$ cat src/rtl/rng_pkg.sv
// Shared types and constants for the rng16 sequencer: FSM states, seed constants and the seed filter.
package rng_pkg;

  typedef enum logic [1:0] {
    LOAD   = 2'd0,
    WARMUP = 2'd1,
    RUN    = 2'd2
  } rng_state_e;

  localparam logic [31:0] RNG_DEFAULT_SEED = 32'hACE1_2468;
  localparam logic [31:0] RNG_BAD_SEED     = 32'hFFFF_FFFF;

  // All-zero locks rng1; all-ones locks rng2, which is loaded with the inverted seed.
  function automatic logic [31:0] seed_fix(input logic [31:0] s, input logic [31:0] dflt);
    return ((s == 32'h0000_0000) || (s == RNG_BAD_SEED)) ? dflt : s;
  endfunction

endpackage

$ cat src/rtl/rr_arbiter.sv
// Combinational round-robin arbiter: the search starts one past i_pointer and wraps modulo N.
module rr_arbiter #(
  parameter int N = 4
) (
  input  logic [N-1:0]         i_eligible,
  input  logic [$clog2(N)-1:0] i_pointer,
  output logic [N-1:0]         o_grant,
  output logic [$clog2(N)-1:0] o_index,
  output logic                 o_valid
);

  localparam int IW = $clog2(N);

  logic [IW-1:0] w_cand;

  always_comb begin
    o_grant = '0;
    o_index = '0;
    o_valid = 1'b0;
    w_cand  = '0;
    for (int i = 1; i <= N; i++) begin
      w_cand = IW'((int'(i_pointer) + i) % N);
      if (!o_valid && i_eligible[w_cand]) begin
        o_valid          = 1'b1;
        o_grant[w_cand]  = 1'b1;
        o_index          = w_cand;
      end
    end
  end

endmodule

$ cat src/rtl/rng_sched.sv
// Load/warm-up/run sequencer and round-robin arbiter sharing one rng16 word stream among N_REQ consumers.
// Define RNG_SCHED_STATS_EN to add the saturating grant counter output stat_grants.
module rng_sched
  import rng_pkg::*;
#(
  parameter int          N_REQ         = 4,
  parameter int          WARMUP_CYCLES = 32,
  parameter logic [31:0] DEFAULT_SEED  = RNG_DEFAULT_SEED
) (
  input  logic             clk,
  input  logic             reset,
  input  logic [31:0]      seed_in,
  input  logic             reseed_req,
  output logic             busy,
  output logic [31:0]      rng_seed,
  output logic             rng_load,
  input  logic [15:0]      rng_rnd1,
  input  logic [15:0]      rng_rnd2,
  input  logic [N_REQ-1:0] req,
  output logic [N_REQ-1:0] gnt,
  output logic [15:0]      rnd_a,
  output logic [15:0]      rnd_b
`ifdef RNG_SCHED_STATS_EN
  ,
  output logic [31:0]      stat_grants
`endif
);

  localparam int            IW       = $clog2(N_REQ);
  localparam int            CW       = (WARMUP_CYCLES > 1) ? $clog2(WARMUP_CYCLES) : 1;
  localparam logic [CW-1:0] LAST_CNT = CW'((WARMUP_CYCLES > 0) ? WARMUP_CYCLES - 1 : 0);

  rng_state_e       r_state;
  rng_state_e       w_next;
  logic [CW-1:0]    r_cnt;
  logic [31:0]      r_seed;
  logic [N_REQ-1:0] r_gnt;
  logic [IW-1:0]    r_ptr;
  logic [15:0]      r_rnd_a;
  logic [15:0]      r_rnd_b;
  logic [N_REQ-1:0] w_grant;
  logic [IW-1:0]    w_index;
  logic             w_valid;
  logic             w_take;

  always_ff @(posedge clk or posedge reset) begin
    if (reset) r_state <= LOAD;
    else       r_state <= w_next;
  end

  always_comb begin
    w_next = r_state;
    if (reseed_req) begin
      w_next = LOAD;
    end else begin
      case (r_state)
        LOAD:    w_next = (WARMUP_CYCLES == 0) ? RUN : WARMUP;
        WARMUP:  if (r_cnt == LAST_CNT) w_next = RUN;
        RUN:     w_next = RUN;
        default: w_next = LOAD;
      endcase
    end
  end

  always_comb begin
    busy     = (r_state != RUN);
    rng_load = (r_state == LOAD);
  end

  // Warm-up counter only runs inside WARMUP; any reseed clears it.
  always_ff @(posedge clk or posedge reset) begin
    if (reset) begin
      r_cnt  <= '0;
      r_seed <= DEFAULT_SEED;
    end else begin
      if ((r_state == WARMUP) && !reseed_req) r_cnt <= r_cnt + 1'b1;
      else                                    r_cnt <= '0;
      if (reseed_req) r_seed <= seed_fix(seed_in, DEFAULT_SEED);
    end
  end

  rr_arbiter #(.N(N_REQ)) u_arb (
    .i_eligible (req & ~r_gnt),
    .i_pointer  (r_ptr),
    .o_grant    (w_grant),
    .o_index    (w_index),
    .o_valid    (w_valid)
  );

  assign w_take = (r_state == RUN) && !reseed_req && w_valid;

  always_ff @(posedge clk or posedge reset) begin
    if (reset) begin
      r_gnt   <= '0;
      r_ptr   <= IW'(N_REQ - 1);
      r_rnd_a <= '0;
      r_rnd_b <= '0;
    end else begin
      r_gnt <= w_take ? w_grant : '0;
      if (w_take) begin
        r_ptr   <= w_index;
        r_rnd_a <= rng_rnd1;
        r_rnd_b <= rng_rnd2;
      end
    end
  end

  assign gnt      = r_gnt;
  assign rnd_a    = r_rnd_a;
  assign rnd_b    = r_rnd_b;
  assign rng_seed = r_seed;

`ifdef RNG_SCHED_STATS_EN
  logic [31:0] r_stat;

  always_ff @(posedge clk or posedge reset) begin
    if (reset)                                r_stat <= '0;
    else if (w_next == LOAD)                  r_stat <= '0;
    else if (w_take && (r_stat != 32'hFFFF_FFFF)) r_stat <= r_stat + 32'd1;
  end

  assign stat_grants = r_stat;
`endif

endmodule

$ cat config.mk
export PLATFORM = sky130hd
export DESIGN_NAME = rng_sched
export DESIGN_NICKNAME = d
export VERILOG_FILES = /design/src/rtl/rng_pkg.sv /design/src/rtl/rr_arbiter.sv /design/src/rtl/rng_sched.sv
export SDC_FILE = /design/constraint.sdc
export NUM_CORES = 1
export LEC_CHECK = 0
export CORE_UTILIZATION = 43
export DETAILED_ROUTE_END_ITERATION = 10
export PLACE_DENSITY = 0.8
export SLEW_MARGIN = 10
export SYNTH_ARGS = -nofsm -noshare
export SYNTH_HDL_FRONTEND = slang
export SYNTH_SLANG_ARGS = --single-unit
$ cat constraint.sdc
create_clock -name clk -period 3.5 [get_ports clk]
set_input_delay 0.7 -clock clk [delete_from_list [all_inputs] [get_ports clk]]
set_output_delay 0.7 -clock clk [all_outputs]
set_load 0.005 [all_outputs]
Word-level counts from Yosys, hierarchy flattened:

Index checks and enable logic that the tools add are counted.
W data, S select, Z words.

* register bits: 77
* input bits: 71
* logic and storage cells: 82

* add/sub/neg operators: 5
* $lt $le $gt $ge: 8
* eq/ne operators: 6
* multiplexer cells: 34
* bitwise logic cells: 5
* reductions and logical operators: 17

Operators by type and width (count)
* $eq A32 B32 Y1 const B: 1
* $logic_not A32 Y1: 1
* $mux W32: 1
* $mux W4: 5
* $lt A2 B3 Y1 const B: 4
* $mux W1: 12
* $mux W2: 6
* $or A4 B4 Y4: 3
* $logic_and A1 B1 Y1: 10
* $bmux W1 S2: 4
* $demux W1 S2: 4
* $ge A2 B1 Y1 const B: 4
* $pmux W2 S3: 1
* $add A5 B1 Y5 const B: 1
* $eq A5 B5 Y1 const B: 1
* $mux W5: 1
* $add A2 B1 Y2 const B: 2
* $add A2 B2 Y2 const B: 2
* $and A4 B4 Y4: 1
* $logic_not A1 Y1: 4
* $not A4 Y4: 1
* $ne A3 B3 Y1 const B: 1
* $eq A2 B1 Y1 const B: 1
* $eq A2 B2 Y1 const B: 1
* 3 further kinds: 3

Longest topological paths before layout:

Gate-level depths: netlist (run 1).

* depth in word-level cells: 16
* mapped depth: 8
* gate-level depth less buffers: 7

Modules after synthesis:

A second synthesis (run 1) with hierarchy kept.

* cell total of the unflattened synthesis: 343
* area total of the unflattened synthesis: 3886.2 µm²

Modules (own cells, without submodules)
* rng_sched: times used 1, cells each 257, area an instance 3256.9 µm², seq. area each 1945.6 µm²
* rr_arbiter: times used 1, cells each 86, area an instance 629.4 µm², seq. area each 0.0 µm²

Worst setup path before layout (run 1):

OpenSTA, ideal clock, no wires.

* path kind: register -> register
* from: register r_ptr[0]
* to: register r_ptr[1]
* library setup time: 0.105 ns
* arrival: 2.239 ns
* path slack: 1.156 ns
* stages on the path, launching flop included: 7
* buffers on the path: 1
* clock period less this slack: 2.344 ns
* path through: dfstp_2 buf_4 inv_1 ha_1 mux4_2 nor3b_4 o41ai_1

* word-level cells in the longest chain between the ends: 14
* elaborated cells between the ends (all ways): 27
* classes of those cells: add/sub: 4; mux: 16; reduce/logical: 7

RTL lines
* from (decl): RTL line rng_sched.sv:38 `logic [IW-1:0] r_ptr;`
* from (signal assigned): RTL line rng_sched.sv:95 `r_ptr <= IW'(N_REQ - 1);`
* from (signal assigned): RTL line rng_sched.sv:101 `r_ptr <= w_index;`
* $add A2 B1 Y2: RTL line rr_arbiter.sv:22 `w_cand = IW'((int'(i_pointer) + i) % N);`
* $bmux W1 S2: RTL line rr_arbiter.sv:23 `if (!o_valid && i_eligible[w_cand]) begin`
* $mux W1 (not written as such): RTL line rr_arbiter.sv:23
* $mux W1: RTL line rr_arbiter.sv:23
* $logic_not A1 Y1: RTL line rr_arbiter.sv:23
* $logic_and A1 B1 Y1: RTL line rr_arbiter.sv:23
* $mux W1: RTL line rr_arbiter.sv:23
* $logic_not A1 Y1: RTL line rr_arbiter.sv:23
* $logic_and A1 B1 Y1: RTL line rr_arbiter.sv:23
* $mux W1: RTL line rr_arbiter.sv:23
* $logic_not A1 Y1: RTL line rr_arbiter.sv:23
* $logic_and A1 B1 Y1: RTL line rr_arbiter.sv:23
* $mux W1: RTL line rr_arbiter.sv:23
* $logic_and A1 B1 Y1: RTL line rng_sched.sv:90 `assign w_take = (r_state == RUN) && !reseed_req && w_valid;`

Parallel ways exist; a longest one is shown, timed or not. The select of a mux whose other input is x is not followed.
A chain may end at the register's enable or synchronous reset.

Final worst setup path (run 1):

Ends and elaborated chain as after synthesis.

==> metrics.md, run 1 <==
| Metric | Value |
|---|---|
| Top-level port count | `141` |
| CTS sink cnt | `77` |
| Initial Util | `45.0%` |
| Placed inst area | `5030 sq um` |
| Largest cells by area after synthesis | `dfrtp_1 (44%), dfstp_2 (11%), mux2_2 (9.6%)` |
| CP Cell Sequence | `inv_1 > ha_1 > mux4_2 > nor3b_4 > o41ai_1` |
| GR Layer Usage met1 | `24.1%` |
| Root Buffer | `clkbuf_8` |
| CTS tree | `built` |
| Final-report setup violation count | `0` |
| Met2 GRT Util | `33.5%` |
| Clock Latency Late Sink | `0.35 ns` |
| Critical Path RT | `3.73 ns` |
| Synth Area in Compound Gates | `12.7%` |
| Placement row count | `32` |
| Async SR Flop Fraction | `100%` |
| Avg Inst Size Synth | `13.8 sq um` |
| Hold-fix buffers, CTS | `0` |
| Global-route wire length before repair | `13500 um` |
| Vias per std cell | `5.41` |
| Fmax | `387 MHz` |
| Pwr Total | `0.00333 W` |
| Vias post-DR | `2735` |
| Slew HR | `52.5%` |
| Synth Area in Adders | `4.96%` |
| Post-synth EDFFs | `0` |
| Sequential element share of the synthesized area | `55.1%` |
| Gr ovfl total | `0` |
| CP Max Fanout | `11` |
| Top-area cell type share of the netlist area | `43.9%` |
| Gpl congestion | `0.834` |
| Global routing usage on met3 | `6.98%` |
| Total negative setup slack | `0 ns` |
| Antenna Nets Post-Route | `0` |
| Longest Clk Path Bufs | `2` |
| CP arrival | `2.82 ns` |
| Peak supply drop | `0.243 mV` |
| Die area | `8580 sq um` |
| Synthesized flop and latch total | `77` |
| RSZ-0062 raised after global routing | `false` |
| Worst setup path class | `reg -> reg` |
| Final Slew Violations | `0` |
| Main combinational cell family by area after synthesis | `multiplexers` |
| Drt first-iter violations | `73` |
| Port Buf Inserts | `140` |
| Grt peak-use layer | `met2` |
| Post-layout util | `66.7%` |
| Clk_skew | `0.0125 ns` |
| Pwr/cell area | `636 nW/um^2` |
| Clk slew on worst S/H paths | `0.08 ns` |
| Status | `finished clean` |
| Post-CTS Resized | `0` |
| Synth area leader | `dfrtp_1` |
| Final WL | `8430 um` |
| DR WL/cell | `16.7 um` |
| XOR/XNOR share of the synthesized area | `0.744%` |
| Mapped cell area | `3530 sq um` |
| Synthesized instance count | `256` |
| Synth unique cells | `45` |
| Ys flop type | `dfrtp_1` |
| Share of layout cells above drive strength 1 | `19.6%` |
| Yosys warns | `0` |
| Die Span X | `92.7 um` |
| Lkg Pwr | `2.17 nW` |
| CORE AREA | `7850 sq um` |
| Hold crit path type | `reg -> reg` |
| DRC Markers | `0` |
| Die Ht | `92.7 um` |
| Fin crit share | `73.9%` |
| Final hold violations | `0` |
| H-tree depth | `3` |
| Max Cap Violations | `0` |
| Postcts setup bufs | `0` |
| Finished Cell Area | `5240 sq um` |
| Synth-to-Final Area Change | `48.2%` |
| CP Capture Type | `register` |
| Slew @ Worst Pin | `0.713 ns` |
| HPWL after DPL | `6320 um` |
| Total GRT Usage | `20.1%` |
| Synth Area in Simple Gates | `9.74%` |
| Mux cell area share after synthesis | `14.1%` |
| N_diodes | `0` |
| Startpoint Class | `register` |
| Max stage delay on crit path | `0.68 ns` |
| Most frequent cells after synthesis | `dfrtp_1 (62), mux2_2 (30), a22o_1 (19), dfstp_2 (15), ha_1 (14)` |
| Post-synth net total | `341` |
| Initial antenna violation count | `0` |
| Final #Nets | `484` |
| Largest net degree at the start of global routing | `54` |
| Total CTS buffers | `9` |
| Initial DRT Pass Iterations | `4` |
| Fin crit period | `2.59 ns` |
| Most common cell in the netlist | `dfrtp_1` |
| Slowest-stage cell, CP | `dfstp_2` |
| Vias in the first global route | `2868` |
## worst max-delay path: cells and delay by family, from the launching register on
| kind | cells | cell delay [ns] |
|---|---|---|
| mux | 1 | 0.57 |
| buf+inv | 1 | 0.21 |
| compound gates | 1 | 0.35 |
| fa+ha+maj | 1 | 0.48 |
| simple gates | 1 | 0.18 |
| flops | 1 | 0.68 |
## per-stage QoR
stage,hold WS (ns),setup slack (ns),std cells
floorplan,0.431,0.858,256
global placement,0.444,0.716,490
detailed placement,0.455,0.658,490
CTS,0.467,0.918,506
global route,0.485,0.805,506
finish,0.466,0.915,506
## where the power goes
part / switching [W] / leakage, nW / internal [W]
sequential: 0.000161 / 0.926 / 0.00116
combinational: 0.000486 / 1.14 / 0.000829
clock: 0.000356 / 0.104 / 0.000342
## path summary, 6_finish.rpt
check                      depth (start not counted)          end     start  slack, ns
min in group asynchronous                          2    rnd_b[14]     reset       0.71
max reg2reg                                        5     r_ptr[1]  r_ptr[0]       0.91
max                                                5     r_ptr[1]  r_ptr[0]       0.91
min                                                1     r_cnt[0]  r_cnt[0]       0.47
max in group asynchronous                          3  rng_seed[3]     reset       2.06
min reg2reg                                        1     r_cnt[0]  r_cnt[0]       0.47
## metal layers
metal,share of wire [%],vias up,wire [um]
met3,8.5,12,713
met4,1.4,0,119
met1,41,1340,3450
met5,0,-,0
met2,49,118,4150
li1,-,1265,-
## sequential cells by signal (all words and copies together) (netlist names)
register / cells
gnt: 4
rnd_a: 16
rnd_b: 16
r_cnt: 5
r_state: 2
rng_seed: 32
r_ptr: 2
## cell usage in the layout, fill, tap and decap left out, types with 2 or more instances in the layout
cell             synthesis  final
clkdlybuf4s50_1          0    140
dfrtp_1                 62     62
mux2_2                  30     30
a22o_1                  19     19
dfstp_2                 15     15
ha_1                    14     14
o22a_1                  12     12
nor4_1                  10     10
nand4_1                 10     10
clkbuf_8                 0      9
nor2_1                   7      7
inv_1                    7      6
o21ai_0                  6      6
nand2_1                  4      4
mux4_2                   4      4
and3_1                   4      4
a221oi_1                 4      4
o2bb2ai_1                4      4
nand2b_1                 3      3
nand2b_4                 2      2
inv_2                    1      2
mux2_1                   2      2
nor2b_1                  2      2
nor2b_4                  2      2
xnor2_1                  2      2
nand3_1                  2      2
mux2i_1                  2      2
inv_8                    0      2
buf_4                    1      2
## area by class of cell
class | count | area, sq um
multi-input cells | 160 | 1490
repair buffers | 143 | 1440
clock inverters | 7 | 82.6
clock buffers | 9 | 124
flip-flops and latches | 77 | 1950
well taps | 102 | 128
fillers | 613 | 2610
inverters | 8 | 30.0
## cells by family after synthesis
logic type | Yosys count
muxes | 39
xor gates and xnor gates | 3
buffers and inverters | 19
AOI/OAI and AO/OA | 52
adders and majority gates | 14
DFF | 77
and+or+nand+nor | 52
Power figures use the tool's default switching activity.
==> run 2, diff against run 1 <==
Clock period 3.5 ns to 2.5 ns, I/O delays scaled along.
==> run 2 against run 1 <==
  * Worst hold slack worse by 0.0088 ns
  * Core utilization increased by 1.1 points
  * Critical path depth did not move
  * Non-clock buffer count grew 10
  * Die area is the same
  * Sequential share of layout area decreased by 0.58 points
  * Fmax increased by 15%
  * Critical endpoint unchanged
  * Largest cell class unchanged
==> metrics.md, run 2 (synthesis gave the netlist of run 1 again) <==
| Metric | Value |
|---|---|
| Peak supply drop | `0.520 mV` |
| Final Slew Violations | `0` |
| Gr ovfl total | `0` |
| Critical Path RT | `2.73 ns` |
| Clk slew on worst S/H paths | `0.07 ns` |
| Most frequent cells in the layout | `clkdlybuf4s50_1 (140), dfrtp_1 (62), mux2_2 (30)` |
| Final #Nets | `494` |
| Final-report setup violation count | `0` |
| Postcts setup bufs | `0` |
| Placement row count | `32` |
| Gpl congestion | `0.962` |
| Hold-fix buffers, CTS | `0` |
| Startpoint Class | `register` |
| Total negative setup slack | `0 ns` |
| R2r worst-path depth | `5` |
| CP endpoint | `r_ptr[1]` |
| Worst hold slack | `0.457 ns` |
| RSZ-0062 raised after global routing | `false` |
| Synth-to-Final Area Change | `50.6%` |
| Initial DRT Pass Iterations | `4` |
| Most common library cell in the layout ignoring fill and taps | `clkdlybuf4s50_1` |
| CP Max Fanout | `5` |
| Die Span X | `92.7 um` |
| HPWL after DPL | `6540 um` |
| Die Ht | `92.7 um` |
| Fmax | `444 MHz` |
| N_diodes | `0` |
| Longest Clk Path Bufs | `2` |
| Drt first-iter violations | `92` |
| Initial antenna violation count | `0` |
| H-tree depth | `3` |
| Die area | `8580 sq um` |
| Top-level port count | `141` |
| Vias post-DR | `2745` |
| Worst R2R Start | `r_ptr[1]` |
| Total GRT Usage | `20.9%` |
| Status | `finished clean` |
| CTS tree | `built` |
| Initial Util | `45.0%` |
| DR WL/cell | `16.6 um` |
| Clk_skew | `0.0117 ns` |
| Antenna Nets Post-Route | `0` |
| Critical R2R Capture | `r_ptr[1]` |
| Fin crit share | `90.0%` |
| CORE AREA | `7850 sq um` |
| CTS sink cnt | `77` |
| Worst setup path class | `reg -> reg` |
| Post-CTS Resized | `0` |
| DRC Markers | `0` |
| CP arrival | `2.48 ns` |
| FILL cells | `621` |
| Pwr/cell area | `888 nW/um^2` |
| DP Worst Slack | `0.104 ns` |
| Max Cap Violations | `0` |
| Global-route wire length before repair | `13900 um` |
| Root Buffer | `clkbuf_8` |
| Worst setup path start | `r_ptr[1]` |
| Vias per std cell | `5.32` |
| Slew HR | `64.0%` |
| Port Buf Inserts | `140` |
| FF-to-FF setup slack | `0.25 ns` |
| Vias in the first global route | `2898` |
| Share of layout cells above drive strength 1 | `21.3%` |
| Fin crit period | `2.25 ns` |
| Worst Slack Setup Final | `0.249 ns` |
| Total CTS buffers | `9` |
| Hold crit path type | `reg -> reg` |
| Lkg Pwr | `2.22 nW` |
| CP Capture Type | `register` |
| Clock Latency Late Sink | `0.35 ns` |
| Final hold violations | `0` |
| Largest net degree at the start of global routing | `42` |
| Number of flip-flops in the largest register | `32` |
| Placed inst area | `5120 sq um` |
| Final WL | `8570 um` |
| Slew @ Worst Pin | `0.534 ns` |
| Pwr Total | `0.00472 W` |
| Finished Cell Area | `5320 sq um` |
run 2: changes by cell type in the layout (fill, tap and decap cells not counted):
cell / change
clkinv_4: +1
buf_4: +9
buf_12: +1
clkbuf_8: +1
clkbuf_1: +1
inv_6: -1
inv_8: -2
run 2: through the flow:
stage               util [%]  std cells
finish                  67.8        516
global route            67.8        516
CTS                     67.8        516
detailed placement      65.2        500
global placement        65.2        500
floorplan                  -        256
run 2: worst min-delay path by stage:
stage                         from  endpoint  slack (ns)  cells past startpoint
final                     r_cnt[0]  r_cnt[0]        0.46                      1
after global routing      r_cnt[0]  r_cnt[0]        0.50                      1
after CTS                 r_cnt[0]  r_cnt[0]        0.46                      1
after detailed placement  r_cnt[0]  r_cnt[0]        0.45                      1
after global placement    r_cnt[0]  r_cnt[0]        0.44                      1
after floorplan           r_cnt[0]  r_cnt[0]        0.43                      1
run 2: final cells by class:
cell class | instances | area (sq um) | area share (%)
flip-flops and latches | 77 | 1950 | 36.6
repair buffers | 153 | 1520 | 28.6
multi-input cells | 160 | 1490 | 28.0
clock buffers | 11 | 141 | 2.66
well taps | 102 | 128 | 2.40
clock inverters | 5 | 60.1 | 1.13
inverters | 8 | 30.0 | 0.564
run 2: worst max-delay path, stage by stage, from the launching register on:
cell     delay, ns
dfstp_2       0.53
inv_1         0.10
ha_1          0.38
mux4_2        0.56
nor3b_4       0.18
o41ai_1       0.38
run 2: power breakdown:
| part | switching (W) | total (W) | internal, W | leakage [nW] |
|---|---|---|---|---|
| sequential | 0.000181 | 0.00180 | 0.00162 | 0.926 |
| combinational | 0.000759 | 0.00198 | 0.00122 | 1.19 |
| clock | 0.000458 | 0.000948 | 0.000491 | 0.0995 |
run 2: routing by layer:
metal  track usage, %  share of wire [%]  vias up
met1             24.9                 40     1333
met2             35.0                 49      117
met4             8.46                2.1        0
met5                0                  0        -
li1                 -                  -     1279
met3             6.57                8.2       16
